**src/rtl/complex_result_buffer.sv**
```systemverilog
// Result FIFO between the complex multiplier and its consumer; narrows each component RES_W -> OUT_W on write.
// Optional feature: define RESULT_SATURATE_EN for saturating narrowing plus a sticky clip counter (sat_cnt).
module complex_result_buffer #(
    parameter int DATA_WIDTH = 8,
    parameter int RES_W      = 2*DATA_WIDTH+1,
    parameter int OUT_W      = 16,
    parameter int DEPTH      = 4,
    localparam int CNT_W     = $clog2(DEPTH+1),
    localparam int PTR_W     = (DEPTH > 1) ? $clog2(DEPTH) : 1
) (
    input  logic                    clk,
    input  logic                    sw_rst,
    input  logic                    res_val,
    output logic                    res_ready,
    input  logic signed [RES_W-1:0] res_re,
    input  logic signed [RES_W-1:0] res_im,
    output logic                    out_val,
    input  logic                    out_ready,
    output logic signed [OUT_W-1:0] out_re,
    output logic signed [OUT_W-1:0] out_im,
    output logic [CNT_W-1:0]        count,
    output logic [7:0]              sat_cnt
);

    typedef enum logic [1:0] {
        EMPTY,
        PARTIAL,
        FULL
    } occ_t;

    occ_t             occ;
    logic [PTR_W-1:0] wr_ptr;
    logic [PTR_W-1:0] rd_ptr;
    logic             push;
    logic             pop;

    logic signed [OUT_W-1:0] mem_re [DEPTH];
    logic signed [OUT_W-1:0] mem_im [DEPTH];
    logic signed [OUT_W-1:0] nar_re;
    logic signed [OUT_W-1:0] nar_im;

    function automatic logic [PTR_W-1:0] next_ptr(input logic [PTR_W-1:0] p);
        return (p == PTR_W'(DEPTH-1)) ? '0 : p + 1'b1;
    endfunction

    // Occupancy is a pure function of the registered count, so ready never sees out_ready.
    always_comb begin
        occ = EMPTY;
        if (count == CNT_W'(DEPTH))
            occ = FULL;
        else if (count != '0)
            occ = PARTIAL;
    end

    assign res_ready = (occ != FULL);
    assign out_val   = (occ != EMPTY);
    assign push      = res_val & res_ready;
    assign pop       = out_val & out_ready;

    assign out_re = out_val ? mem_re[rd_ptr] : '0;
    assign out_im = out_val ? mem_im[rd_ptr] : '0;

`ifdef RESULT_SATURATE_EN
    logic [RES_W-OUT_W:0] re_hi;
    logic [RES_W-OUT_W:0] im_hi;
    logic                 clip_re;
    logic                 clip_im;
    logic [8:0]           sat_sum;
    logic [7:0]           sat_q;

    // A value fits in OUT_W only if all bits from OUT_W-1 upward agree with the sign.
    always_comb begin
        re_hi   = res_re[RES_W-1:OUT_W-1];
        im_hi   = res_im[RES_W-1:OUT_W-1];
        clip_re = !((&re_hi) || !(|re_hi));
        clip_im = !((&im_hi) || !(|im_hi));
        nar_re  = res_re[OUT_W-1:0];
        nar_im  = res_im[OUT_W-1:0];
        if (clip_re)
            nar_re = res_re[RES_W-1] ? {1'b1, {(OUT_W-1){1'b0}}} : {1'b0, {(OUT_W-1){1'b1}}};
        if (clip_im)
            nar_im = res_im[RES_W-1] ? {1'b1, {(OUT_W-1){1'b0}}} : {1'b0, {(OUT_W-1){1'b1}}};
        sat_sum = {1'b0, sat_q} + {8'd0, clip_re} + {8'd0, clip_im};
    end

    always_ff @(posedge clk) begin
        if (sw_rst)
            sat_q <= '0;
        else if (push)
            sat_q <= sat_sum[8] ? 8'hFF : sat_sum[7:0];
    end

    assign sat_cnt = sat_q;
`else
    logic unused_hi;

    assign nar_re    = res_re[OUT_W-1:0];
    assign nar_im    = res_im[OUT_W-1:0];
    assign unused_hi = ^{res_re, res_im};
    assign sat_cnt   = '0;
`endif

    always_ff @(posedge clk) begin
        if (sw_rst) begin
            wr_ptr <= '0;
            rd_ptr <= '0;
            count  <= '0;
        end else begin
            if (push)
                wr_ptr <= next_ptr(wr_ptr);
            if (pop)
                rd_ptr <= next_ptr(rd_ptr);
            case ({push, pop})
                2'b10:   count <= count + 1'b1;
                2'b01:   count <= count - 1'b1;
                default: count <= count;
            endcase
        end
    end

    // Storage is deliberately left out of reset.
    always_ff @(posedge clk) begin
        if (push && !sw_rst) begin
            mem_re[wr_ptr] <= nar_re;
            mem_im[wr_ptr] <= nar_im;
        end
    end

endmodule

```
**config.mk**
```make
export PLATFORM = sky130hd
export DESIGN_NAME = complex_result_buffer
export DESIGN_NICKNAME = d
export VERILOG_FILES = /design/src/rtl/complex_result_buffer.sv
export SDC_FILE = /design/constraint.sdc
export NUM_CORES = 1
export LEC_CHECK = 0
export CAP_MARGIN = 0
export CORE_AREA = 2 2 106 108
export CTS_BUF_LIST = sky130_fd_sc_hd__clkbuf_4 sky130_fd_sc_hd__clkbuf_8
export CTS_CLUSTER_SIZE = 25
export DETAILED_ROUTE_END_ITERATION = 12
export DIE_AREA = 0 0 108 110
export GPL_ROUTABILITY_DRIVEN = 0
export PLACE_DENSITY_LB_ADDON = 0.12
export SYNTH_ARGS = -nofsm -noshare
export SYNTH_HDL_FRONTEND = slang
export SYNTH_SLANG_ARGS = --single-unit
```
**constraint.sdc**
```tcl
create_clock -name clk -period 13.4 [get_ports clk]
set_input_delay 4.02 -clock clk [delete_from_list [all_inputs] [get_ports clk]]
set_output_delay 4.02 -clock clk [all_outputs]
set_load 0.02 [all_outputs]
```
# Word level (Yosys, flattened, before mapping)
# Memories as Yosys holds them, arrays and structs flattened. A register that Yosys moved wholly into a read port is not among the register bits.
# Cells that the tools add are included.
# totals
reg_bits,7
ram_bits,128
input_bits,38
output_inout_bits,45
word_cells,35
mem_count,2
# classes
n_addsub,4
n_eq_ne,6
muxes,13
bitwise_logic,2
reduce_logical,5
# memory_table
memory,words,width,read_ports,rd_clocked_by_memory_dff,wr,line_no,rtl
mem_im,4,16,1,1,1,38,logic signed [OUT_W-1:0] mem_im [DEPTH];
mem_re,4,16,1,1,1,37,logic signed [OUT_W-1:0] mem_re [DEPTH];
# op_table
operator,count
$mux W16,2
$mux W2,7
$eq A2 B2 Y1 const B,3
$pmux W3 S2,1
$add A2 B1 Y2 const B,2
$reduce_bool A2 Y1,2
$add A3 B1 Y3 const B,1
$eq A3 B3 Y1 const B,1
$mux W1,3
$reduce_bool A3 Y1,1
$sub A3 B1 Y3 const B,1
$and A1 B1 Y1,2
$eq A2 B1 Y1 const B,1
$ne A2 B2 Y1 const B,1
$logic_and A1 B1 Y1,1
$logic_not A1 Y1,1

# Depth between registers and ports, before layout
# Gate-level depths: netlist of run 1.
# logic_depth
word_depth,8
ltp_mapped,8
depth_no_buf,8

# Worst setup path after synthesis of run 1
# Ideal clock, no wire load.
# synth_timing
path_type,input to register
startpoint,input port sw_rst
endpoint,"memory mem_im[1][0], enable pin"
setup_time_ns,0.468
arrival_ns,6.639
required_time_ns,12.932
slack_ns,6.293
stages,2
path_buffers,1
cell_sequence,clkbuf_1 -> nor3b_1
# synth_between
elab_chain_cells,4
# synth_lines
element,line_no,rtl
start: declaration,12,"input logic sw_rst,"
$logic_not A1 Y1,123,if (push && !sw_rst) begin
$logic_and A1 B1 Y1,123,
$mux W1,123,
$mux W1 (not written as such),125,mem_im[wr_ptr] <= nar_im;
end: declaration,38,
# Every way passes these cells.

==> metrics.txt, run 1 <==
run status=finished clean; Pint=938 uW; global-route wire length before repair=14100 um; Resize count post-CTS=0; time the worst path needs with I/O delays and setup=6.74 ns; final net count=394; maximum number of pins on one net before global-route repair=33; relative contribution of combinational cells to total power=0.373; number of buffers added for setup after CTS=0; number of clock buffers inserted by TritonCTS=17; post-route insts no fill=502; count of antenna diodes in the layout=0; CTS tree=yes; antenna violations before repair=0; clock power share=0.246; worst-case headroom to the max-slew limit=0.331; Synth Area per Inst=21.6 um2; placeable core region=10700 um2; proportion of synthesized area in mux cells=0.132; Final Hold Vio Count=0; synthesized-area fraction occupied by ao, oa, aoi and oai cells=0.00573; finished layout cell area=6900 um2; fraction of the mapped netlist area in adder cells=0.0168; met3 wire length=437 um; number of remaining DRC errors=0; Final WS setup=6.66 ns; summed instance area of the synthesized netlist=5680 um2; startpoint types=flip-flop; register clock-pin slew on the reported worst setup and hold paths=0.06 ns; Final HPWL DP=5620 um; Peak VDD IR=0.0000939 V; Data required, critical path=9.38 ns; fin crit share=0.503; Seq pwr share=0.381; total vias in the final route=2588; post-route met1 wirelength=3960 um; worst setup timing slack at the placement stage=6.86 ns; number of max-cap violations=0; number of input and output port buffers inserted=72; CTS Hold Buffers Added=0; Switch Pwr=434 uW; highest clock rate=148 MHz; floorplan die area=11900 um2; Iter 0 DRT Violations=140; total detailed-routing wirelength=9170 um; number of instances in the placed design=470; leakage power figure=0.00230 uW; via count of the first global-routing pass=2697; number of clock sinks=137; Ys Warns=0; routed via count divided by cell count=5.16; number of nets with antenna violations after routing=0; P&R area growth vs syn=21.6%; worst hold path depth=2; GRT Residual Overflow=0; type of destination of the critical path=primary output; row cnt=38; core utilization of the finished layout=0.645; overall global routing resource usage=0.168; number of synthesized register bits=137; xor and xnor area share after synthesis=0.00309; largest family of logic cells by synthesized area=multiplexers; count of distinct cell types in the synthesized netlist=29; unrepaired setup endpoints after global routing=no; area share of and/or/nand/nor cells after synthesis=0.0952; Setup Viol. Count Final=0; aggregate negative setup slack=0 ns; Hold Path Class=reg -> reg; Chip Width=108 um; DP Area=6490 um2; height of the die=110 um; root buffer selected by CTS=clkbuf_8; Final Max Slew Viols=0; number of levels in the clock H-tree=4; Highest Signal Layer=met4; Reg2Reg Depth=4; initial standard-cell utilization of the core=0.531; clk_lat worst skew=0.43 ns; layout cell share with drive strength beyond 1=0.304; biggest fanout along the worst timing path=25; Boundary Pins=83; synthesized netlist cell count=263; Power Dens Cells=199 nW/um2; proportion of synthesized chip area in sequential cells=0.709; endpoint arrival time on the critical path=2.72 ns; Worst Max-Slew Pin Slew=0.999 ns; count of TritonRoute iterations in the first routing pass=4; switching part of the total=0.316; length of routed met2 wiring=4670 um; CP Class=reg -> out; WL per Instance=18.3 um; Fin Clk Skew=0.00984 ns; buffers from clock root to sink, at most=2
metal layers:
metal,GRT usage,up-vias
met2,0.277,68
met3,0.0588,10
li1,-,1195
met5,0,-
met1,0.209,1315
met4,0.0604,0
cell families after synthesis:
kind of cell,after synthesis
compound gates,5
xor+xnor,2
fa+ha+maj,7
buf+inv,26
flops,137
mux,35
other cells,1
simple gates,50
metrics by stage:
stage | hold WS [ns] | power, uW
after floorplan | 0.463 | 894
after global placement | 0.472 | 1050
after global routing | 0.558 | 1440
after CTS | 0.499 | 1390
final | 0.495 | 1370
after detailed placement | 0.485 | 1050
area by class of cell:
class / count / area (um2)
flip-flops and latches: 137 / 4030
clock buffers: 17 / 234
repair buffers: 79 / 773
multi-input cells: 107 / 1490
inverters: 7 / 26.3
well taps: 140 / 175
fillers: 751 / 3790
clock inverters: 15 / 175
worst paths after layout:
kind	startpoint	to	slack (ns)
max reg2reg	count[0]	mem_im[0][10]	10.93
max	flip-flop	out_re[2]	6.66
min	rd_ptr[0]	flip-flop	0.49
min reg2reg	rd_ptr[0]	flip-flop	0.49
power groups by stage:
stage | Clock (uW) | Sequential, uW | Combinational (uW)
2_1_floorplan | 0 | 524 | 370
3_3_place_gp | 0 | 532 | 516
3_5_place_dp | 0 | 533 | 520
4_1_cts | 346 | 524 | 521
5_1_grt | 366 | 526 | 547
6_report | 338 | 523 | 511
sequential cells by signal, indices dropped and copies added, names as in the netlist, named ones only:
register,cells
mem_re,64
wr_ptr,2
count,3
rd_ptr,2
mem_im,64
Yosys cell counts:
cell type	count	area, um2
or3b_4	1	11.3
clkbuf_1	1	3.75
conb_1	1	3.75
inv_1	7	26.3
dfxtp_1	9	180
mux2_1	1	11.3
nor2_1	5	18.8
mux4_2	32	721
nor3_2	1	10.0
buf_6	4	45.0
edfxtp_1	128	3840
fa_1	1	20.0
nor3b_1	4	30.0
or3_1	2	12.5
nand2b_1	2	12.5
nor2b_4	30	413
a21oi_1	3	15.0
ha_1	6	75.1
nand2_1	1	3.75
buf_2	3	15.0
o31ai_2	1	12.5
nor3_1	1	5.00
buf_12	3	60.1
nor2b_1	2	12.5
buf_4	8	60.1
o21ai_0	1	5.00
nand2_4	1	11.3
mux2i_1	2	20.0
xor2_1	2	17.5
placed cells by master (no fill, tap or decap), types with 4 or more instances in the layout:
| cell | Yosys | routed |
|---|---|---|
| buf_4 | 8 | 7 |
| clkbuf_8 | 0 | 17 |
| clkdlybuf4s50_1 | 0 | 72 |
| conb_1 | 1 | 8 |
| dfxtp_1 | 9 | 7 |
| edfxtp_1 | 128 | 128 |
| ha_1 | 6 | 6 |
| inv_1 | 7 | 7 |
| mux4_2 | 32 | 32 |
| nor2_1 | 5 | 5 |
| nor2b_4 | 30 | 30 |
| nor3b_2 | 0 | 4 |
critical path, cell delays in order, from the launching register on:
cell and delay (ns):
dfxtp_2 0.49, buf_4 0.50, mux4_2 0.58, nor2b_4 0.14, clkdlybuf4s50_1 0.56
Note: power is estimated with default switching activity, not from simulation.
==> inputs of run 2 (changes only) <==
CORE_AREA = 2 2 109 111   (was 2 2 106 108)
DIE_AREA = 0 0 111 113   (was 0 0 108 110)
clock period = 5.6 ns   (was 13.4 ns; I/O delays follow)
==> metrics.txt, run 2 (synthesis gave the netlist of run 1 again) <==
run status=finished clean; antenna violations before repair=0 (unchanged); post-route insts no fill=509 (+1.4%); Filler Cell Count=846 (+13%); placeable core region=11300 um2 (+5.4%); initial standard-cell utilization of the core=0.503 (-0.0270); maximum number of pins on one net before global-route repair=34 (+3.0%); count of antenna diodes in the layout=0 (unchanged); register clock-pin slew on the reported worst setup and hold paths=0.07 ns (about the same); Final HPWL DP=5490 um (-2.3%); Power Dens Cells=492 nW/um2 (+150%); number of buffers added for setup after CTS=0 (unchanged); reg2reg setup slack=3.21 ns (-7.72 ns); height of the die=113 um (+2.7%); layout cell share with drive strength beyond 1=0.306 (+0.00214); row cnt=39 (+2.6%); fin crit share=0.793; highest clock rate=225 MHz; P&R area growth vs syn=23.7%; Switch Pwr=1030 uW (+140%); Final Hold Vio Count=0 (unchanged); clock power share=0.281 (+0.035); Boundary Pins=83 (unchanged); Pint=2430 uW (+160%); overall global routing resource usage=0.154 (-0.0138); floorplan die area=12500 um2 (+5.6%); switching part of the total=0.297 (-0.0191); via count of the first global-routing pass=2754 (+2.1%); commonest cells after routing, fill and taps aside=edfxtp_1 (128), clkdlybuf4s50_1 (72), mux4_2 (32); GRT Residual Overflow=0 (unchanged); worst-case headroom to the max-slew limit=0.354 (+0.0227); time the worst path needs with I/O delays and setup=4.44 ns; WL per Instance=17.9 um (-1.8%); overall power after layout=3450 uW (+150%); startpoint types=flip-flop; Hold Path Class=reg -> reg; final net count=398 (+1.0%); number of max-cap violations=0 (unchanged); CTS tree=yes; top flop regs=mem_im (64), mem_re (64), count (3); relative contribution of combinational cells to total power=0.353 (-0.020); number of clock buffers inserted by TritonCTS=17 (unchanged); Iter 0 DRT Violations=127 (-9.3%); endpoint arrival time on the critical path=2.76 ns (+0.04 ns); Worst Max-Slew Pin Slew=0.970 ns (-0.0296 ns); Seq pwr share=0.366 (-0.015); Peak VDD IR=0.000759 V (+710%); number of input and output port buffers inserted=72 (unchanged); number of levels in the clock H-tree=4 (unchanged); Chip Width=111 um (+2.8%); root buffer selected by CTS=clkbuf_8; total vias in the final route=2612 (+0.93%); commonest non-fill, non-tap cell in the layout=edfxtp_1; routed via count divided by cell count=5.13 (-0.46%); buffers from clock root to sink, at most=2 (unchanged); type of destination of the critical path=primary output; number of remaining DRC errors=0 (unchanged); worst-case hold slack=0.498 ns (+0.00348 ns); count of TritonRoute iterations in the first routing pass=4 (unchanged); aggregate negative setup slack=0 ns (unchanged); leakage power figure=0.00237 uW (+2.8%); Fin Clk Skew=0.0133 ns (+0.00351 ns); Data required, critical path=3.92 ns (-5.46 ns); CP Class=reg -> out; Final Max Slew Viols=0 (unchanged); global-route wire length before repair=14100 um (+0.49%); number of instances in the placed design=477 (+1.5%); clk_lat worst skew=0.43 ns (about the same); total detailed-routing wirelength=9130 um (-0.48%); number of nets with antenna violations after routing=0 (unchanged); Setup Viol. Count Final=0 (unchanged); number of clock sinks=137 (unchanged); CTS Hold Buffers Added=0 (unchanged); biggest fanout along the worst timing path=17 (-32%); unrepaired setup endpoints after global routing=no; Resize count post-CTS=0 (unchanged)
-- run 2: cell types whose count changed in the layout (fill, tap and decap cells not counted), sizes merged --
cell	delta
clkbuf	+1
clkinv	-1
bufinv	+4
clkinvlp	-2
buf	+4
inv	-2
-- run 2: cell type report --
class	instances	area (um2)	share of cell area
sequential	137	4030	0.573
tap	143	179	0.0255
clock buffer	18	241	0.0344
multi-input combinational	107	1490	0.213
inverter	7	26.3	0.00374
clock inverter	14	251	0.0358
timing repair buffer	83	803	0.114
-- run 2: through the flow --
stage	instance area, um2	utilization	setup slack [ns]
5_1_grt	7020	0.623	0.974
2_1_floorplan	5700	-	0.833
3_5_place_dp	6530	0.579	1.54
4_1_cts	7020	0.623	1.06
3_3_place_gp	6530	0.579	1.55
6_report	7020	0.623	1.16
-- run 2: worst max-delay path: stages (launching register included) --
cell	delay, ns
dfxtp_2	0.74
buf_4	0.34
mux4_2	0.53
nor2b_4	0.15
clkdlybuf4s50_1	0.57
-- run 2: power by group through the flow --
stage | Clock, uW | Combinational [uW] | Sequential, uW
detailed placement | 0 | 1240 | 1290
CTS | 989 | 1240 | 1270
global route | 1030 | 1290 | 1280
finish | 970 | 1220 | 1260
global placement | 0 | 1230 | 1290
floorplan | 0 | 886 | 1250
-- run 2: routing by layer --
metal | vias up | wire [um] | track usage
met5 | - | 0 | 0
met4 | 0 | 102 | 0.0650
met3 | 9 | 451 | 0.0520
met2 | 78 | 4750 | 0.258
met1 | 1329 | 3820 | 0.186
li1 | 1196 | - | -
-- run 2: worst paths after layout --
check             from         end  depth (start not counted)
max          flip-flop  out_im[13]                          4
max reg2reg   count[2]    count[2]                          8
min reg2reg  rd_ptr[0]   flip-flop                          2
min          rd_ptr[0]   flip-flop                          2
==> inputs of run 3 (changes only) <==
clock period = 3.94 ns   (was 5.6 ns; I/O delays follow)
==> metrics.txt, run 3 (synthesis gave the netlist of run 1 again) <==
unrepaired setup endpoints after global routing=no; switching part of the total=0.325 (+0.0277); Power Dens Cells=660 nW/um2 (+34%); WL per Instance=17.8 um (-0.93%); layout cell share with drive strength beyond 1=0.313 (+0.00734); Hold Path Class=reg -> reg; overall global routing resource usage=0.158 (+0.00358); routed via count divided by cell count=5.14 (about the same); Resize count post-CTS=0 (unchanged); register clock-pin slew on the reported worst setup and hold paths=0.07 ns (about the same); placeable core region=11300 um2 (unchanged); time the worst path needs with I/O delays and setup=3.62 ns; number of max-cap violations=0 (unchanged); relative contribution of combinational cells to total power=0.394 (+0.041); biggest fanout along the worst timing path=23 (+6); critical register-to-register path startpoint=count[2]; run status=finished clean; startpoint types=flip-flop; number of buffers added for setup after CTS=0 (unchanged); number of nets with antenna violations after routing=0 (unchanged); number of instances in the placed design=478 (+0.21%); row cnt=39 (unchanged); standard cell with the maximum stage delay on the critical path=mux4_2; endpoint arrival time on the critical path=2.44 ns (-0.32 ns); GRT Residual Overflow=0 (unchanged); total vias in the final route=2619 (+0.27%); CTS tree=yes; Pint=3080 uW (+27%); Chip Width=111 um (unchanged); total detailed-routing wirelength=9060 um (-0.73%); Final HPWL DP=5500 um (+0.21%); area taken by flip-flops and latches=4030 um2 (unchanged); antenna violations before repair=0 (unchanged); number of levels in the clock H-tree=4 (unchanged); overall power after layout=4570 uW (+32%); initial standard-cell utilization of the core=0.503 (unchanged); global-route wire length before repair=14600 um (+3.3%); startpoint of the worst hold path=rd_ptr[0]; Final Max Slew Viols=0 (unchanged); Seq pwr share=0.383 (+0.017); Peak VDD IR=0.000884 V (+16%); Data required, critical path=2.76 ns (-1.16 ns); number of input and output port buffers inserted=72 (unchanged); worst setup timing slack at the placement stage=0.735 ns (-0.805 ns); Final Hold Vio Count=0 (unchanged); clk_lat worst skew=0.42 ns (about the same); worst-case headroom to the max-slew limit=0.657 (+0.304); CTS Hold Buffers Added=0 (unchanged); Filler Cell Count=831 (-1.8%); commonest cells after routing, fill and taps aside=edfxtp_1 (128), clkdlybuf4s50_1 (72), mux4_2 (32); count of TritonRoute iterations in the first routing pass=4 (unchanged); clock power share=0.223 (-0.058); Boundary Pins=83 (unchanged); Fin Clk Skew=0.00885 ns (-0.00450 ns); area of the multi-input gates=1490 um2 (unchanged); count of antenna diodes in the layout=0 (unchanged); top flop regs=mem_im (64), mem_re (64), count (3); DP Area=6560 um2 (+0.50%); Crit path max-delay family=buffers and inverters; highest clock rate=276 MHz; number of buffer and inverter instances along the worst setup path=2 (unchanged); number of remaining DRC errors=0 (unchanged); post-route insts no fill=510 (+0.20%); Final WS setup=0.320 ns (-0.840 ns); slowest stage delay, CP=0.57 ns (-0.17 ns); commonest non-fill, non-tap cell in the layout=edfxtp_1; leakage power figure=0.00230 uW (-2.8%); CP Class=reg -> out; ordered cell list for the critical path=buf_4 -> mux4_2 -> nor2b_4 -> clkdlybuf4s50_1; number of clock buffers inserted by TritonCTS=17 (unchanged); Iter 0 DRT Violations=136 (+7.1%); via count of the first global-routing pass=2767 (+0.47%); Worst Max-Slew Pin Slew=0.513 ns (-0.457 ns); height of the die=113 um (unchanged); P&R area growth vs syn=22.0%; Setup Viol. Count Final=0 (unchanged); finished layout cell area=6920 um2 (-1.4%); final net count=399 (+0.25%); fin crit share=0.919; buffers from clock root to sink, at most=2 (unchanged); floorplan die area=12500 um2 (unchanged); number of clock sinks=137 (unchanged); maximum number of pins on one net before global-route repair=34 (unchanged); aggregate negative setup slack=0 ns (unchanged); Switch Pwr=1480 uW (+45%); root buffer selected by CTS=clkbuf_8; type of destination of the critical path=primary output; reg2reg setup slack=1.56 ns (-1.65 ns)
run 3: cell types whose count changed in the layout (fill, tap and decap cells not counted), sizes merged:
cell | before | now
inv | 7 | 10
clkbuf | 18 | 17
buf | 11 | 12
clkinv | 6 | 4
clkinvlp | 1 | 7
bufinv | 7 | 1
run 3: layer usage:
| metal | vias up | wire [um] | track usage |
|---|---|---|---|
| li1 | 1203 | - | - |
| met1 | 1329 | 3850 | 0.195 |
| met2 | 74 | 4630 | 0.261 |
| met3 | 13 | 420 | 0.0455 |
| met4 | 0 | 162 | 0.0742 |
| met5 | - | 0 | 0 |
run 3: worst min-delay path: stages, from the launching register on:
cell and delay (ns):
dfxtp_1 0.33, nand2_1 0.06, a21oi_1 0.07
run 3: layout make-up:
| cell class | instances | area share |
|---|---|---|
| clock buffer | 17 | 0.0338 |
| clock inverter | 15 | 0.0184 |
| inverter | 7 | 0.00380 |
| multi-input combinational | 107 | 0.216 |
| sequential | 137 | 0.582 |
| tap | 143 | 0.0258 |
| timing repair buffer | 84 | 0.121 |
run 3: path summary, 6_finish.rpt:
| path | to | cells past startpoint |
|---|---|---|
| max | out_re[10] | 4 |
| min | flip-flop | 2 |
| max reg2reg | count[2] | 8 |
| min reg2reg | flip-flop | 2 |
run 3: power groups by stage:
| stage | clock, uW | combinational [uW] | sequential (uW) |
|---|---|---|---|
| 2_1_floorplan | 0 | 1260 | 1780 |
| 4_1_cts | 1060 | 1840 | 1750 |
| 6_report | 1020 | 1800 | 1750 |
| 3_5_place_dp | 0 | 1830 | 1780 |
| 5_1_grt | 1120 | 1920 | 1760 |
| 3_3_place_gp | 0 | 1830 | 1780 |
run 3: through the flow:
step / utilization / hold slack [ns]
floorplan: - / 0.463
global placement: 0.582 / 0.472
detailed placement: 0.582 / 0.488
CTS: 0.614 / 0.499
global route: 0.614 / 0.540
finish: 0.614 / 0.493
